### src/rtl/comp_mult_acc.sv
// Pipelined complex multiply-accumulate.
// Four register stages: input capture, partial products, complex sum,
// then accumulate / round / narrow into the output register.
// Each frame closes after ACC_LEN valid samples, or early on i_last.
module comp_mult_acc #(
    parameter int INPUT_WIDTH_I  = 4,
    parameter int INPUT_WIDTH_II = 4,
    parameter int OUTPUT_WIDTH   = 8,
    parameter int ACC_LEN        = 4,
    parameter int SHIFT          = 0,
    parameter int WRAP_SATURATE  = 1
) (
    input  logic                              i_clk,
    input  logic                              i_rst_p,
    input  logic signed [INPUT_WIDTH_I-1:0]   i_a,
    input  logic signed [INPUT_WIDTH_I-1:0]   i_b,
    input  logic signed [INPUT_WIDTH_II-1:0]  i_c,
    input  logic signed [INPUT_WIDTH_II-1:0]  i_d,
    input  logic                              i_valid_data,
    input  logic                              i_conj,
    input  logic                              i_last,
    output logic signed [OUTPUT_WIDTH-1:0]    o_r,
    output logic signed [OUTPUT_WIDTH-1:0]    o_im,
    output logic                              o_valid_data,
    output logic                              o_ovf
);

    // Product, complex-sum and accumulator widths; the accumulator carries
    // enough headroom that a full frame can never overflow internally.
    localparam int PW = INPUT_WIDTH_I + INPUT_WIDTH_II;
    localparam int SW = PW + 1;
    localparam int AW = SW + $clog2(ACC_LEN) + 1;
    localparam int CW = (ACC_LEN > 1) ? $clog2(ACC_LEN) : 1;
    // Width used for rounding and range comparison: one bit above the
    // accumulator so the rounding offset cannot overflow, and never narrower
    // than the output.
    localparam int EW = (AW + 1 > OUTPUT_WIDTH) ? AW + 1 : OUTPUT_WIDTH;

    localparam logic [CW-1:0]        LAST_CNT = CW'(ACC_LEN - 1);
    localparam logic signed [EW-1:0] HALF     = (EW'(1) << SHIFT) >> 1;
    localparam logic signed [EW-1:0] MAX_V    = {{(EW-OUTPUT_WIDTH+1){1'b0}}, {(OUTPUT_WIDTH-1){1'b1}}};
    localparam logic signed [EW-1:0] MIN_V    = {{(EW-OUTPUT_WIDTH+1){1'b1}}, {(OUTPUT_WIDTH-1){1'b0}}};

    // Round half up, then arithmetic shift; HALF is zero when SHIFT is zero.
    function automatic logic signed [EW-1:0] round_shift(input logic signed [AW-1:0] v);
        logic signed [EW-1:0] t;
        t = EW'(v);
        t = (t + HALF) >>> SHIFT;
        return t;
    endfunction

    function automatic logic out_of_range(input logic signed [EW-1:0] v);
        return (v > MAX_V) || (v < MIN_V);
    endfunction

    // Saturate to the nearest bound or drop the upper bits.
    function automatic logic signed [OUTPUT_WIDTH-1:0] narrow(input logic signed [EW-1:0] v);
        if ((WRAP_SATURATE != 0) && (v > MAX_V)) begin
            return MAX_V[OUTPUT_WIDTH-1:0];
        end else if ((WRAP_SATURATE != 0) && (v < MIN_V)) begin
            return MIN_V[OUTPUT_WIDTH-1:0];
        end else begin
            return v[OUTPUT_WIDTH-1:0];
        end
    endfunction

    logic signed [INPUT_WIDTH_I-1:0]  a_p1, b_p1;
    logic signed [INPUT_WIDTH_II-1:0] c_p1, d_p1;
    logic                             conj_p1, last_p1, vld_p1;

    logic signed [PW-1:0] ac_p2, bd_p2, ad_p2, bc_p2;
    logic                 conj_p2, last_p2, vld_p2;

    logic signed [SW-1:0] re_p3, im_p3;
    logic                 last_p3, vld_p3;

    logic signed [AW-1:0] acc_re, acc_im;
    logic [CW-1:0]        cnt;

    logic signed [AW-1:0] sum_re, sum_im;
    logic signed [EW-1:0] rnd_re, rnd_im;
    logic                 close;

    // S1: capture operands and sideband; only the valid flag is reset
    always_ff @(posedge i_clk) begin
        a_p1    <= i_a;
        b_p1    <= i_b;
        c_p1    <= i_c;
        d_p1    <= i_d;
        conj_p1 <= i_conj;
        last_p1 <= i_last;
        if (i_rst_p) begin
            vld_p1 <= 1'b0;
        end else begin
            vld_p1 <= i_valid_data;
        end
    end

    // S2: the four full-width partial products
    always_ff @(posedge i_clk) begin
        ac_p2   <= PW'(a_p1) * PW'(c_p1);
        bd_p2   <= PW'(b_p1) * PW'(d_p1);
        ad_p2   <= PW'(a_p1) * PW'(d_p1);
        bc_p2   <= PW'(b_p1) * PW'(c_p1);
        conj_p2 <= conj_p1;
        last_p2 <= last_p1;
        if (i_rst_p) begin
            vld_p2 <= 1'b0;
        end else begin
            vld_p2 <= vld_p1;
        end
    end

    // S3: complex sum, with the conjugate form selected by conj
    always_ff @(posedge i_clk) begin
        if (conj_p2) begin
            re_p3 <= SW'(ac_p2) + SW'(bd_p2);
            im_p3 <= SW'(bc_p2) - SW'(ad_p2);
        end else begin
            re_p3 <= SW'(ac_p2) - SW'(bd_p2);
            im_p3 <= SW'(ad_p2) + SW'(bc_p2);
        end
        last_p3 <= last_p2;
        if (i_rst_p) begin
            vld_p3 <= 1'b0;
        end else begin
            vld_p3 <= vld_p2;
        end
    end

    // S4 combinational: running sum (restarting on the first sample of a frame) and its rounded form
    always_comb begin
        sum_re = (cnt == '0) ? AW'(re_p3) : acc_re + AW'(re_p3);
        sum_im = (cnt == '0) ? AW'(im_p3) : acc_im + AW'(im_p3);
        close  = (cnt == LAST_CNT) || last_p3;
        rnd_re = round_shift(sum_re);
        rnd_im = round_shift(sum_im);
    end

    // S4 register: accumulate, or emit the narrowed frame result and restart
    always_ff @(posedge i_clk) begin
        if (i_rst_p) begin
            acc_re       <= '0;
            acc_im       <= '0;
            cnt          <= '0;
            o_r          <= '0;
            o_im         <= '0;
            o_valid_data <= 1'b0;
            o_ovf        <= 1'b0;
        end else begin
            o_valid_data <= 1'b0;
            if (vld_p3) begin
                if (close) begin
                    o_r          <= narrow(rnd_re);
                    o_im         <= narrow(rnd_im);
                    o_ovf        <= out_of_range(rnd_re) || out_of_range(rnd_im);
                    o_valid_data <= 1'b1;
                    acc_re       <= '0;
                    acc_im       <= '0;
                    cnt          <= '0;
                end else begin
                    acc_re <= sum_re;
                    acc_im <= sum_im;
                    cnt    <= cnt + CW'(1);
                end
            end
        end
    end

endmodule

### config.mk
export PLATFORM = sky130hd
export DESIGN_NAME = comp_mult_acc
export DESIGN_NICKNAME = d
export VERILOG_FILES = /design/src/rtl/comp_mult_acc.sv
export SDC_FILE = /design/constraint.sdc
export NUM_CORES = 1
export LEC_CHECK = 0
export CAP_MARGIN = 20
export CELL_PAD_IN_SITES_DETAIL_PLACEMENT = 0
export CELL_PAD_IN_SITES_GLOBAL_PLACEMENT = 2
export CORE_ASPECT_RATIO = 0.5
export CORE_MARGIN = 2
export CORE_UTILIZATION = 42
export CTS_CLUSTER_SIZE = 28
export DETAILED_ROUTE_END_ITERATION = 10
export HOLD_SLACK_MARGIN = 0.12
export PLACE_DENSITY = 0.95
export SLEW_MARGIN = 20
export SYNTH_ARGS = -nofsm -noshare
export SYNTH_HDL_FRONTEND = slang
export SYNTH_SLANG_ARGS = --single-unit
### constraint.sdc
create_clock -name i_clk -period 8 [get_ports i_clk]
set_input_delay 2 -clock i_clk [delete_from_list [all_inputs] [get_ports i_clk]]
set_output_delay 2 -clock i_clk [all_outputs]
set_load 0.005 [all_outputs]
* Word level (Yosys, flattened, before mapping) *
Cells that the tools add are included.

storage, ports and cells
  logic and storage cells = 61
  input port bits = 21
  register bits = 118
  output and inout port bits = 18

operators by class
  mux-type cells = 12
  $add $sub $neg = 7
  order comparisons = 4
  equal/unequal tests = 1
  reduce and logical (&&, ||, !) cells = 7
  multipliers = 4
  bitwise operators = 1

operator list
  kind                                                                    count
  12-bit 2-to-1 mux                                                       4
  4-bit by 4-bit multiplier with 8-bit output                             4
  8-bit 2-to-1 mux                                                        4
  12-bit by 9-bit adder with 12-bit output                                2
  12-bit by 8-bit > comparator with 1-bit output (second input constant)  2
  12-bit by 8-bit < comparator with 1-bit output (second input constant)  2
  8-bit by 8-bit adder with 9-bit output                                  2
  9-bit 2-to-1 mux                                                        2
  8-bit by 8-bit subtractor with 9-bit output                             2
  1-bit logical OR                                                        4
  2-bit by 1-bit adder with 2-bit output (second input constant)          1
  2-bit equality test (second input constant)                             1
  2-bit logical NOT                                                       1
  2-bit 2-to-1 mux                                                        1
  2-bit AND reduction                                                     1
  2-bit OR reduction                                                      1
  1-bit 2-to-1 mux                                                        1
  1-bit NOT                                                               1

* Depth between registers and ports, before layout *
Gate-level depths: netlist (run 1).

  depth in word-level cells = 5
  mapped depth = 13

* Worst setup path before layout (run 1) *
Ideal clock, no wire load.

  path kind = reg2reg
  start point = register b_p1[0]
  end point = register bc_p2[7]
  setup slack = 4.973 ns
  cell stages (with the launch flop) = 13
  data arrival time = 2.906 ns
  buffers on the path = 0
  data required time = 7.879 ns
  setup time = 0.121 ns
  cells stage by stage = dfxtp_1 -> nand2b_1 -> fa_1 -> fa_1 -> fa_1 -> inv_1 -> ha_1 -> inv_1 -> fa_1 -> inv_1 -> a21o_1 -> a21oi_1 -> xnor2_1

on the way
  cells in the longest elaborated chain, start to end = 1

RTL lines
  what                                         RTL line  source
  start, declared                              67        logic signed [INPUT_WIDTH_I-1:0] a_p1, b_p1;
  start signal, assigned                       87        b_p1 <= i_b;
  4-bit by 4-bit multiplier with 8-bit output  104       bc_p2 <= PW'(b_p1) * PW'(c_p1);
  end signal, assigned                         104
  end, declared                                71        logic signed [PW-1:0] ac_p2, bd_p2, ad_p2, bc_p2;

Every way passes these cells.
A chain may end at the register's enable or synchronous reset.

* Final worst setup path (run 1) *
  start point = register o_im[5]
  end point = output port o_im[5]

RTL lines
  what                    RTL line  source
  start, declared         23        output logic signed [OUTPUT_WIDTH-1:0] o_im,
  start signal, assigned  155       o_im <= narrow(rnd_im);

No word-level cell between the ends.

==> impl_metrics.py, run 1 <==
metrics = {
    "status": {
        "status": "completed",
    },
    "worst_setup_path": {
        "path_depth": 1,
        "cp_num_buf_inv": 1,
        "path_max_fanout": 2,
        "crit_path_end": "o_im[5]",
        "start_kind": "register",
        "reg2reg_to": "bc_p2[7]",
        "cp-end-kind": "output port",
        "critical_path.max_stage_delay_ns": 0.53,
        "cp_data_required_time_ns": 6.00,
        "slowest_stage": "clkdlybuf4s50_1",
        "r2r_cells": 12,
        "setup.worst_path.start": "o_im[5]",
        "r2r_setup_slack_ns": 4.76,
        "crit_family": "buffers and inverters",
        "crit_chain": "clkdlybuf4s50_1",
        "reg2reg_from": "b_p1[2]",
        "cp.arrival_ns": 1.34,
        "critPathKind": "register to output port",
    },
    "yosys": {
        "synth_edf_count": 0,
        "synthArstFlopShare": 0,
        "yosys_register_bits": 118,
        "synth_area_um2": 7770,
        "synth_area_leaders": "dfxtp_1, ha_1, fa_1",
        "synthFlopType": "dfxtp_1",
        "synth_cells": 853,
        "synth_top_area_frac": 0.304,
        "synth_area_leader_cell": "dfxtp_1",
        "yosysWarnings": 0,
        "synth.yosys.seq_area_share": 0.304,
        "synth_cell_types": 60,
        "syn-num-nets": 1004,
        "avgSynthCellArea_um2": 9.11,
    },
    "global_routing": {
        "grt_antenna_before_repair": 0,
        "grt_pass1_wl_um": 28200,
        "grt_overflow": 0,
        "grtUsageTotal": 0.181,
        "grt_max_degree": 40,
        "grt_pass1_vias": 5974,
    },
    "detailed_routing": {
        "postRouteWirelength_um": 16200,
        "vias": 5869,
        "avgRoutedWirePerCell_um": 14.1,
        "drt_pre_antenna_iters": 4,
        "drt_iter0_drc": 259,
        "drc_errors": 0,
        "viasPerCell": 5.12,
        "ant_nets": 0,
    },
    "floorplan": {
        "die_y_um": 100,
        "start_util": 0.425,
        "ioPinCount": 39,
        "core_um2": 18300,
        "rows": 35,
        "die_area_um2": 19700,
        "die_w_um": 196,
    },
    "power": {
        "p_int_w": 0.00170,
        "pwr-share-clk": 0.309,
        "p_leak_nw": 4.06,
        "power.switching_w": 0.000934,
        "seqPwrFrac": 0.310,
        "swShare": 0.354,
        "ir_worst_vdd_mv": 0.140,
        "powerDensity_nw_per_um2": 292,
        "combPwrFrac": 0.381,
    },
    "sta": {
        "hold_viol": 0,
        "timing.hold.ws_ns": 0.328,
        "period_needed_ns": 3.34,
        "worst_pin_slew_ns": 0.821,
        "slew_viol_final": 0,
        "relSlewSlack": 0.451,
        "finalCritPeriodShare": 0.418,
        "fin_tns_setup_ns": 0,
        "finalClockSkew_ns": 0.0104,
        "fmaxAchievable_mhz": 299,
        "finalSetupViolations": 0,
        "rsz0062_at_grt": "no",
    },
    "clock_network": {
        "cts_hold_buf": 0,
        "htree_levels": 4,
        "cts_tree": "built",
        "post_cts_buffers": 0,
        "clk_pin_slew_ns": 0.06,
        "clockRootBuffer": "clkbuf_16",
        "cts_resized": 0,
        "numCtsBuffers": 17,
        "clk-insertion-delay-late_ns": 0.41,
        "cts_sinks": 118,
        "clk_path_buf_depth": 2,
    },
    "placement": {
        "port_buffers": 38,
        "hpwl_um": 12300,
        "gp_congestion": 0.858,
    },
    "flow_run": {
        "maxCapViolations": 0,
    },
    "final_layout": {
        "fillers": 1708,
        "multiInputGateArea_um2": 4980,
        "register_area_um2": 2360,
        "n_antenna_cell": 0,
        "final_nets": 1045,
        "area_growth_syn_to_layout_pct": 16.1,
        "layout-drive-gt1-share": 0.0551,
    },
    "min_path": {
        "hp-class": "register to register",
    },
}
==> cell usage after synthesis, types with 4 or more instances <==
library cell  number
dfxtp_1          118
ha_1              90
inv_1             89
nor2_1            81
a21oi_1           57
nand2_1           51
xnor2_1           47
fa_1              40
and2_1            30
o21ai_0           28
nor3_1            23
a21o_1            20
xor2_1            17
a211oi_1          16
nand2b_1          16
a22oi_1           14
clkbuf_1          10
nor2b_1            9
o21bai_1           9
mux2i_1            7
nand4_1            7
buf_2              5
buf_4              4
nand3_1            4
o31ai_1            4
==> registers in the layout, summed over array words and instances (netlist names), 9 cells and up <==
signal	cells
acc_im	12
acc_re	12
im_p3	9
re_p3	9
==> through the flow <==
step           instances  worst slack [ns]   util  area (um^2)  power, W
2_1_floorplan        853              4.97      -         7770   0.00162
3_3_place_gp        1115              4.67  0.459         8390   0.00181
3_5_place_dp        1115              4.64  0.460         8390   0.00183
4_1_cts             1147              4.65  0.494         9020   0.00266
5_1_grt             1147              4.57  0.494         9020   0.00286
6_report            1147              4.66  0.494         9020   0.00264
==> logic make-up after synthesis <==
kind of cell             after synthesis  synth area share
AO/OA/AOI/OAI                        185             0.161
XOR/XNOR                              64            0.0722
adder cells (fa/ha/maj)              130             0.248
buffers and inverters                111            0.0564
flip-flops                           118             0.304
multiplexers                          10            0.0134
AND/OR/NAND/NOR                      235             0.145
==> area by class of cell <==
type,instances,share of cell area
clock buffer,18,0.0476
clock inverter,14,0.0220
timing repair buffer,42,0.0455
tap,240,0.0333
inverter,91,0.0379
sequential,118,0.262
multi-input combinational,624,0.552
==> power by group through the flow <==
stage	Combinational (W)	Clock [W]	Sequential, W
floorplan	0.000829	0	0.000787
global placement	0.000979	0	0.000829
detailed placement	0.00100	0	0.000829
CTS	0.00102	0.000832	0.000817
global route	0.00116	0.000864	0.000835
finish	0.00101	0.000815	0.000818
==> per-layer routing <==
| layer | global-route usage | share of wire | vias up |
|---|---|---|---|
| li1 | - | - | 2984 |
| met1 | 0.240 | 0.50 | 2771 |
| met2 | 0.300 | 0.45 | 99 |
| met3 | 0.0393 | 0.037 | 15 |
| met4 | 0.0490 | 0.010 | 0 |
| met5 | 0 | 0 | - |
==> placed cells by master (no fill, tap or decap), types with 3 or more instances in the layout <==
cell             instances
or3_1                    3
clkinvlp_4               4
mux2i_1                  7
mux2_2                   3
xnor2_1                 47
nand4_1                  7
o31ai_1                  4
nand3_1                  4
a22oi_1                 14
xor2_1                  17
buf_4                    4
a211o_1                  3
and2_1                  30
o21a_1                   3
dfxtp_1                118
a221oi_1                 3
nor3b_1                  3
o211ai_1                 3
nand2b_1                16
a21oi_1                 57
fa_1                    40
a211oi_1                16
nand2_1                 51
inv_1                   89
o21ai_0                 28
clkdlybuf4s50_1         38
ha_1                    90
a21o_1                  20
inv_6                    3
o21bai_1                 9
nor3_1                  22
clkbuf_16               17
bufinv_16                4
nor4_1                   3
nor2b_1                  9
nor2_1                  81
a31oi_1                  3
==> worst min-delay path by stage <==
stage,startpoint,to,cells after the start
after floorplan,conj_p1,conj_p2,0
after global placement,conj_p1,conj_p2,0
after detailed placement,last_p1,last_p2,0
after CTS,conj_p1,conj_p2,0
after global routing,conj_p1,conj_p2,0
final,conj_p1,conj_p2,0
Power figures use the tool's default switching activity.
==> inputs of run 2 (changes only) <==
--- a/config.mk
+++ b/config.mk
@@ -10,11 +10,11 @@
 export CELL_PAD_IN_SITES_GLOBAL_PLACEMENT = 2
 export CORE_ASPECT_RATIO = 0.5
 export CORE_MARGIN = 2
-export CORE_UTILIZATION = 42
+export CORE_UTILIZATION = 39
 export CTS_CLUSTER_SIZE = 28
 export DETAILED_ROUTE_END_ITERATION = 10
 export HOLD_SLACK_MARGIN = 0.12
-export PLACE_DENSITY = 0.95
+export PLACE_DENSITY = 0.9
 export SLEW_MARGIN = 20
 export SYNTH_ARGS = -nofsm -noshare
 export SYNTH_HDL_FRONTEND = slang
==> constraint.sdc (replaced) <==
create_clock -name i_clk -period 3.2 [get_ports i_clk]
set_input_delay 0.8 -clock i_clk [delete_from_list [all_inputs] [get_ports i_clk]]
set_output_delay 0.8 -clock i_clk [all_outputs]
set_load 0.005 [all_outputs]
==> impl_metrics.py, run 2 (same netlist as run 1, synthesis figures left out) <==
metrics = {
    "clock_network": {
        "numCtsBuffers": 17,
        "cts_tree": "built",
        "htree_levels": 4,
        "clk-insertion-delay-late_ns": 0.41,
        "clk_path_buf_depth": 2,
        "cts_sinks": 118,
        "clk_pin_slew_ns": 0.06,
        "clockRootBuffer": "clkbuf_16",
    },
    "power": {
        "combPwrFrac": 0.399,
        "seqPwrFrac": 0.309,
        "powerDensity_nw_per_um2": 711,
        "swShare": 0.363,
        "p_leak_nw": 4.15,
        "power.total_w": 0.00656,
        "ir_worst_vdd_mv": 0.389,
        "p_int_w": 0.00417,
        "power.switching_w": 0.00238,
        "pwr-share-clk": 0.292,
    },
    "final_layout": {
        "area_growth_syn_to_layout_pct": 18.7,
        "final_cell_mix": "dfxtp_1, ha_1, inv_1, nor2_1, a21oi_1",
        "final_cells": 1194,
        "final_area_um2": 9220,
        "fillers": 1840,
        "n_antenna_cell": 0,
        "multiInputGateArea_um2": 5000,
        "register_area_um2": 2380,
        "layout-drive-gt1-share": 0.0927,
        "final_common_cell": "dfxtp_1",
        "final_nets": 1067,
        "reg_top3": "acc_im (12), acc_re (12)",
        "final_core_util": 0.473,
    },
    "sta": {
        "relSlewSlack": 0.511,
        "period_needed_ns": 3.07,
        "hold_viol": 0,
        "timing.hold.ws_ns": 0.325,
        "finalClockSkew_ns": 0.0119,
        "finalCritPeriodShare": 0.960,
        "worst_pin_slew_ns": 0.730,
        "fmaxAchievable_mhz": 325,
        "finalSetupViolations": 0,
        "slew_viol_final": 0,
        "rsz0062_at_grt": "yes",
    },
    "global_routing": {
        "grt_pass1_wl_um": 28200,
        "grtUsageTotal": 0.166,
        "grt_overflow": 0,
        "grt_max_degree": 29,
        "grt_antenna_before_repair": 0,
        "grt_pass1_vias": 5837,
    },
    "placement": {
        "gp_congestion": 0.853,
        "dpl_cell_area_um2": 8590,
        "numPlacedInstances": 1163,
        "port_buffers": 38,
        "hpwl_um": 12900,
    },
    "floorplan": {
        "start_util": 0.398,
        "rows": 36,
        "die_y_um": 104,
        "die_area_um2": 21100,
        "ioPinCount": 39,
        "die_w_um": 204,
        "core_um2": 19500,
    },
    "detailed_routing": {
        "drt_iter0_drc": 272,
        "postRouteWirelength_um": 16700,
        "viasPerCell": 5.00,
        "drc_errors": 0,
        "vias": 5969,
        "avgRoutedWirePerCell_um": 14.0,
        "ant_nets": 0,
        "drt_pre_antenna_iters": 5,
    },
    "min_path": {
        "hp-class": "register to register",
    },
    "worst_setup_path": {
        "start_kind": "register",
        "cp_data_required_time_ns": 3.54,
        "cp-end-kind": "register",
        "critPathKind": "register to register",
        "path_max_fanout": 8,
        "cp.arrival_ns": 3.41,
    },
    "status": {
        "status": "completed",
    },
    "flow_run": {
        "maxCapViolations": 0,
    },
}
==> run 2: cell count changes in the layout (fill, tap and decap cells not counted), sizes merged <==
cell	before	now
clkinv	3	4
buf	4	26
bufinv	4	2
==> run 2: layer usage <==
layer / up-vias / GRT usage / routed length, um
li1: 3028 / - / -
met1: 2822 / 0.233 / 8500
met2: 106 / 0.259 / 7430
met3: 13 / 0.0321 / 598
met4: 0 / 0.0464 / 176
met5: - / 0 / 0
==> run 2: cell type report <==
| cell class | instances | area share |
|---|---|---|
| clock inverters | 13 | 0.0160 |
| inverters | 91 | 0.0371 |
| clock buffers | 18 | 0.0476 |
| multi-input cells | 624 | 0.543 |
| flip-flops and latches | 118 | 0.258 |
| repair buffers | 64 | 0.0624 |
| well taps | 266 | 0.0361 |
==> run 2: critical path, cell delays in order (launching register included) <==
cell	delay (ns)
dfxtp_4	0.39
nand2_1	0.08
fa_1	0.57
fa_1	0.44
fa_1	0.51
inv_1	0.04
ha_1	0.20
inv_1	0.08
fa_2	0.20
inv_1	0.05
a21o_1	0.16
a21oi_2	0.14
xnor2_1	0.13
==> run 2: final timing paths <==
check,startpoint,endpoint,slack (ns),cells after the start
setup / recovery,a_p1[1],ac_p2[7],0.13,12
hold / removal,last_p1,last_p2,0.33,0
setup reg to reg,a_p1[1],ac_p2[7],0.13,12
hold reg to reg,last_p1,last_p2,0.33,0
==> run 2: stage by stage <==
step,worst slack (ns),TNS [ns]
4_1_cts,0.00905,0
6_report,0.128,0
3_5_place_dp,-0.0188,-0.0188
5_1_grt,-0.0111,-0.0111
2_1_floorplan,0.173,0
3_3_place_gp,0.0674,0
==> run 2: repair_timing <==
item                       CTS  global route
resized for setup            1            18
pin swaps                    0             7
setup endpoints to repair    2             7
buffers inserted             0             0
hold buffers                 0             0
==> run 2: power groups by stage <==
stage / registers [W] / clock network, W / logic [W]
floorplan: 0.00197 / 0 / 0.00207
global placement: 0.00205 / 0 / 0.00255
detailed placement: 0.00206 / 0 / 0.00260
CTS: 0.00203 / 0.00195 / 0.00262
global route: 0.00206 / 0.00202 / 0.00298
finish: 0.00203 / 0.00191 / 0.00262
==> inputs of run 3 (changes only) <==
--- a/config.mk
+++ b/config.mk
@@ -15,7 +15,7 @@
 export DETAILED_ROUTE_END_ITERATION = 10
 export HOLD_SLACK_MARGIN = 0.12
 export PLACE_DENSITY = 0.9
-export SLEW_MARGIN = 20
+export SLEW_MARGIN = 5
 export SYNTH_ARGS = -nofsm -noshare
 export SYNTH_HDL_FRONTEND = slang
 export SYNTH_SLANG_ARGS = --single-unit
==> results of run 3 <==
Same layout as run 2: the final DEF is identical, and so are final timing and power.
==> RTL change: new RTL, config.mk and constraints of run 2 <==
Set the parameter `WRAP_SATURATE` to 0 (it was 1).
--- a/src/rtl/comp_mult_acc.sv
+++ b/src/rtl/comp_mult_acc.sv
@@ -8,7 +8,7 @@
     parameter int OUTPUT_WIDTH   = 8,
     parameter int ACC_LEN        = 4,
     parameter int SHIFT          = 0,
-    parameter int WRAP_SATURATE  = 1
+    parameter int WRAP_SATURATE  = 0
 ) (
     input  logic                              i_clk,
     input  logic                              i_rst_p,
Formal check against the unedited RTL: not equivalent (Yosys sat finds a counterexample within 10 cycles, from zero or initial values and one cycle with i_rst_p high).
==> RTL change against run 2 <==
- core utilization grew 0.58 points
- combinational power shrank 8.0%
- sequential cell count is the same
- die area shrank 3.1%
- area after synthesis shrank 3.1%
- total power shrank 3.2%
- wire length shrank 6.4%
- worst setup slack gained 0.027 ns
- cell area shrank 3.2%
- critical endpoint is now bc_p2[7]$_DFF_P_
==> RTL change: results (changes against run 2) <==
initial antenna violation count 0 (unchanged); first-pass GRT wire length 26.9 mm (-4.6%); CP Max Fanout 6 (-2); pre-CTS WS 0.0261 ns (+0.0449 ns); Clock Skews 0.00925 ns (-0.00266 ns); Hold WC Path Type register to register; slowest stage delay, CP 0.57 ns (about the same); distinct cell type count of the synthesized netlist 56 (-6.7%); status completed; RR Endpoint bc_p2[7]$_DFF_P_; met3 Use GR 4.05% (+0.84 points); synth cell count leaders dfxtp_1 (118), ha_1 (90), inv_1 (84); total power 6340 uW (-3.2%); Slew headroom 39.1% (-12 points); Inst Count DP 1114 (-4.2%); Placement Cell Area 0.00829 mm2 (-3.4%); vias per cell 4.84 (-3.3%); vias in the first global route 5597 (-4.1%); cts bufs inserted 17 (unchanged); worst hold slack 0.327 ns (+0.00145 ns); CP arrival 3.39 ns (-0.02 ns); reg2reg start b_p1[2]$_DFF_P_; largest net degree at the start of global routing 48 (+66%); worst-case hold path end point conj_p2$_DFF_P_; DP HPWL 11.7 mm (-9.1%); Peak VDD IR 0.396 mV (+1.9%); Clock Path Buffers 2 (unchanged); routability congestion estimate 0.791 (-7.3%); routing usage on met1 21.9% (-1.3 points); aggregate global-route resource usage 16.6% (-0.035 points); clock network fraction of design power 30.0% (+0.8 points); Leak 0.00406 uW (-2.2%); Setup crit start b_p1[2]$_DFF_P_; FF-to-FF setup slack 0.16 ns (+0.03 ns); Main synth FF type dfxtp_1; GR Util met2 27.1% (+1.2 points); area used by multi-input combinational logic 0.00480 mm2 (-4.1%); Routed WL per cell 13.7 um (-2.4%); DR iter-0 viols 189 (-31%); Initial DRT Pass Iterations 5 (unchanged); clk slew on worst S/H paths 0.06 ns (about the same); FFs w/ async S/R, synth 0% (unchanged); fin nets 1025 (-3.9%); ranking of synthesized cells by area dfxtp_1 (31%), ha_1 (15%), fa_1 (11%); cts repair resizes 0 (-1); register area share after synthesis 31.4% (+0.99 points); Fillers 1843 (+0.16%); Mapped Nets 969 (-3.5%); combinational power 2410 uW (-8.0%); share of cells above drive strength 1 9.70% (+0.43 points); switching share of power 35.4% (-0.91 points); largest delay contributor family on the critical path adder cells; drt total wl 15.6 mm (-6.4%); post-layout min period 3.04 ns (-0.0275 ns); Mean Syn Cell Area 9.20 um2 (+1.0%); H-tree levels 4 (unchanged); Post-CTS Setup Repair Bufs 0 (unchanged); hold_sp conj_p1$_DFF_P_
## RTL change: cell types whose count changed after synthesis, sizes merged, moves of 5 or more
cell and change:
a211oi -8, a21oi -12, buf -7, clkbuf +6, inv -6, mux2i -5
nand3 +7, nand4 -5, o2111ai +6
## RTL change: routing by layer
layer	share of wire (%)	wire length, um
met3	4.1	634
met2	43	6780
met4	0.93	146
met5	0	0
met1	52	8090
## RTL change: final cells by class
type	count	share of cell area, %
multi-input cells	595	53.8
inverters	86	3.66
flip-flops and latches	118	26.6
clock buffers	18	4.92
repair buffers	56	5.72
well taps	259	3.63
clock inverters	14	1.68
## RTL change: kinds of logic after synthesis
family / synth area share, %
adder cells (fa/ha/maj): 25.6
AO/OA/AOI/OAI: 14.7
flip-flops: 31.4
multiplexers: 1.01
buffers and inverters: 5.24
XOR/XNOR: 7.91
AND/OR/NAND/NOR: 14.2
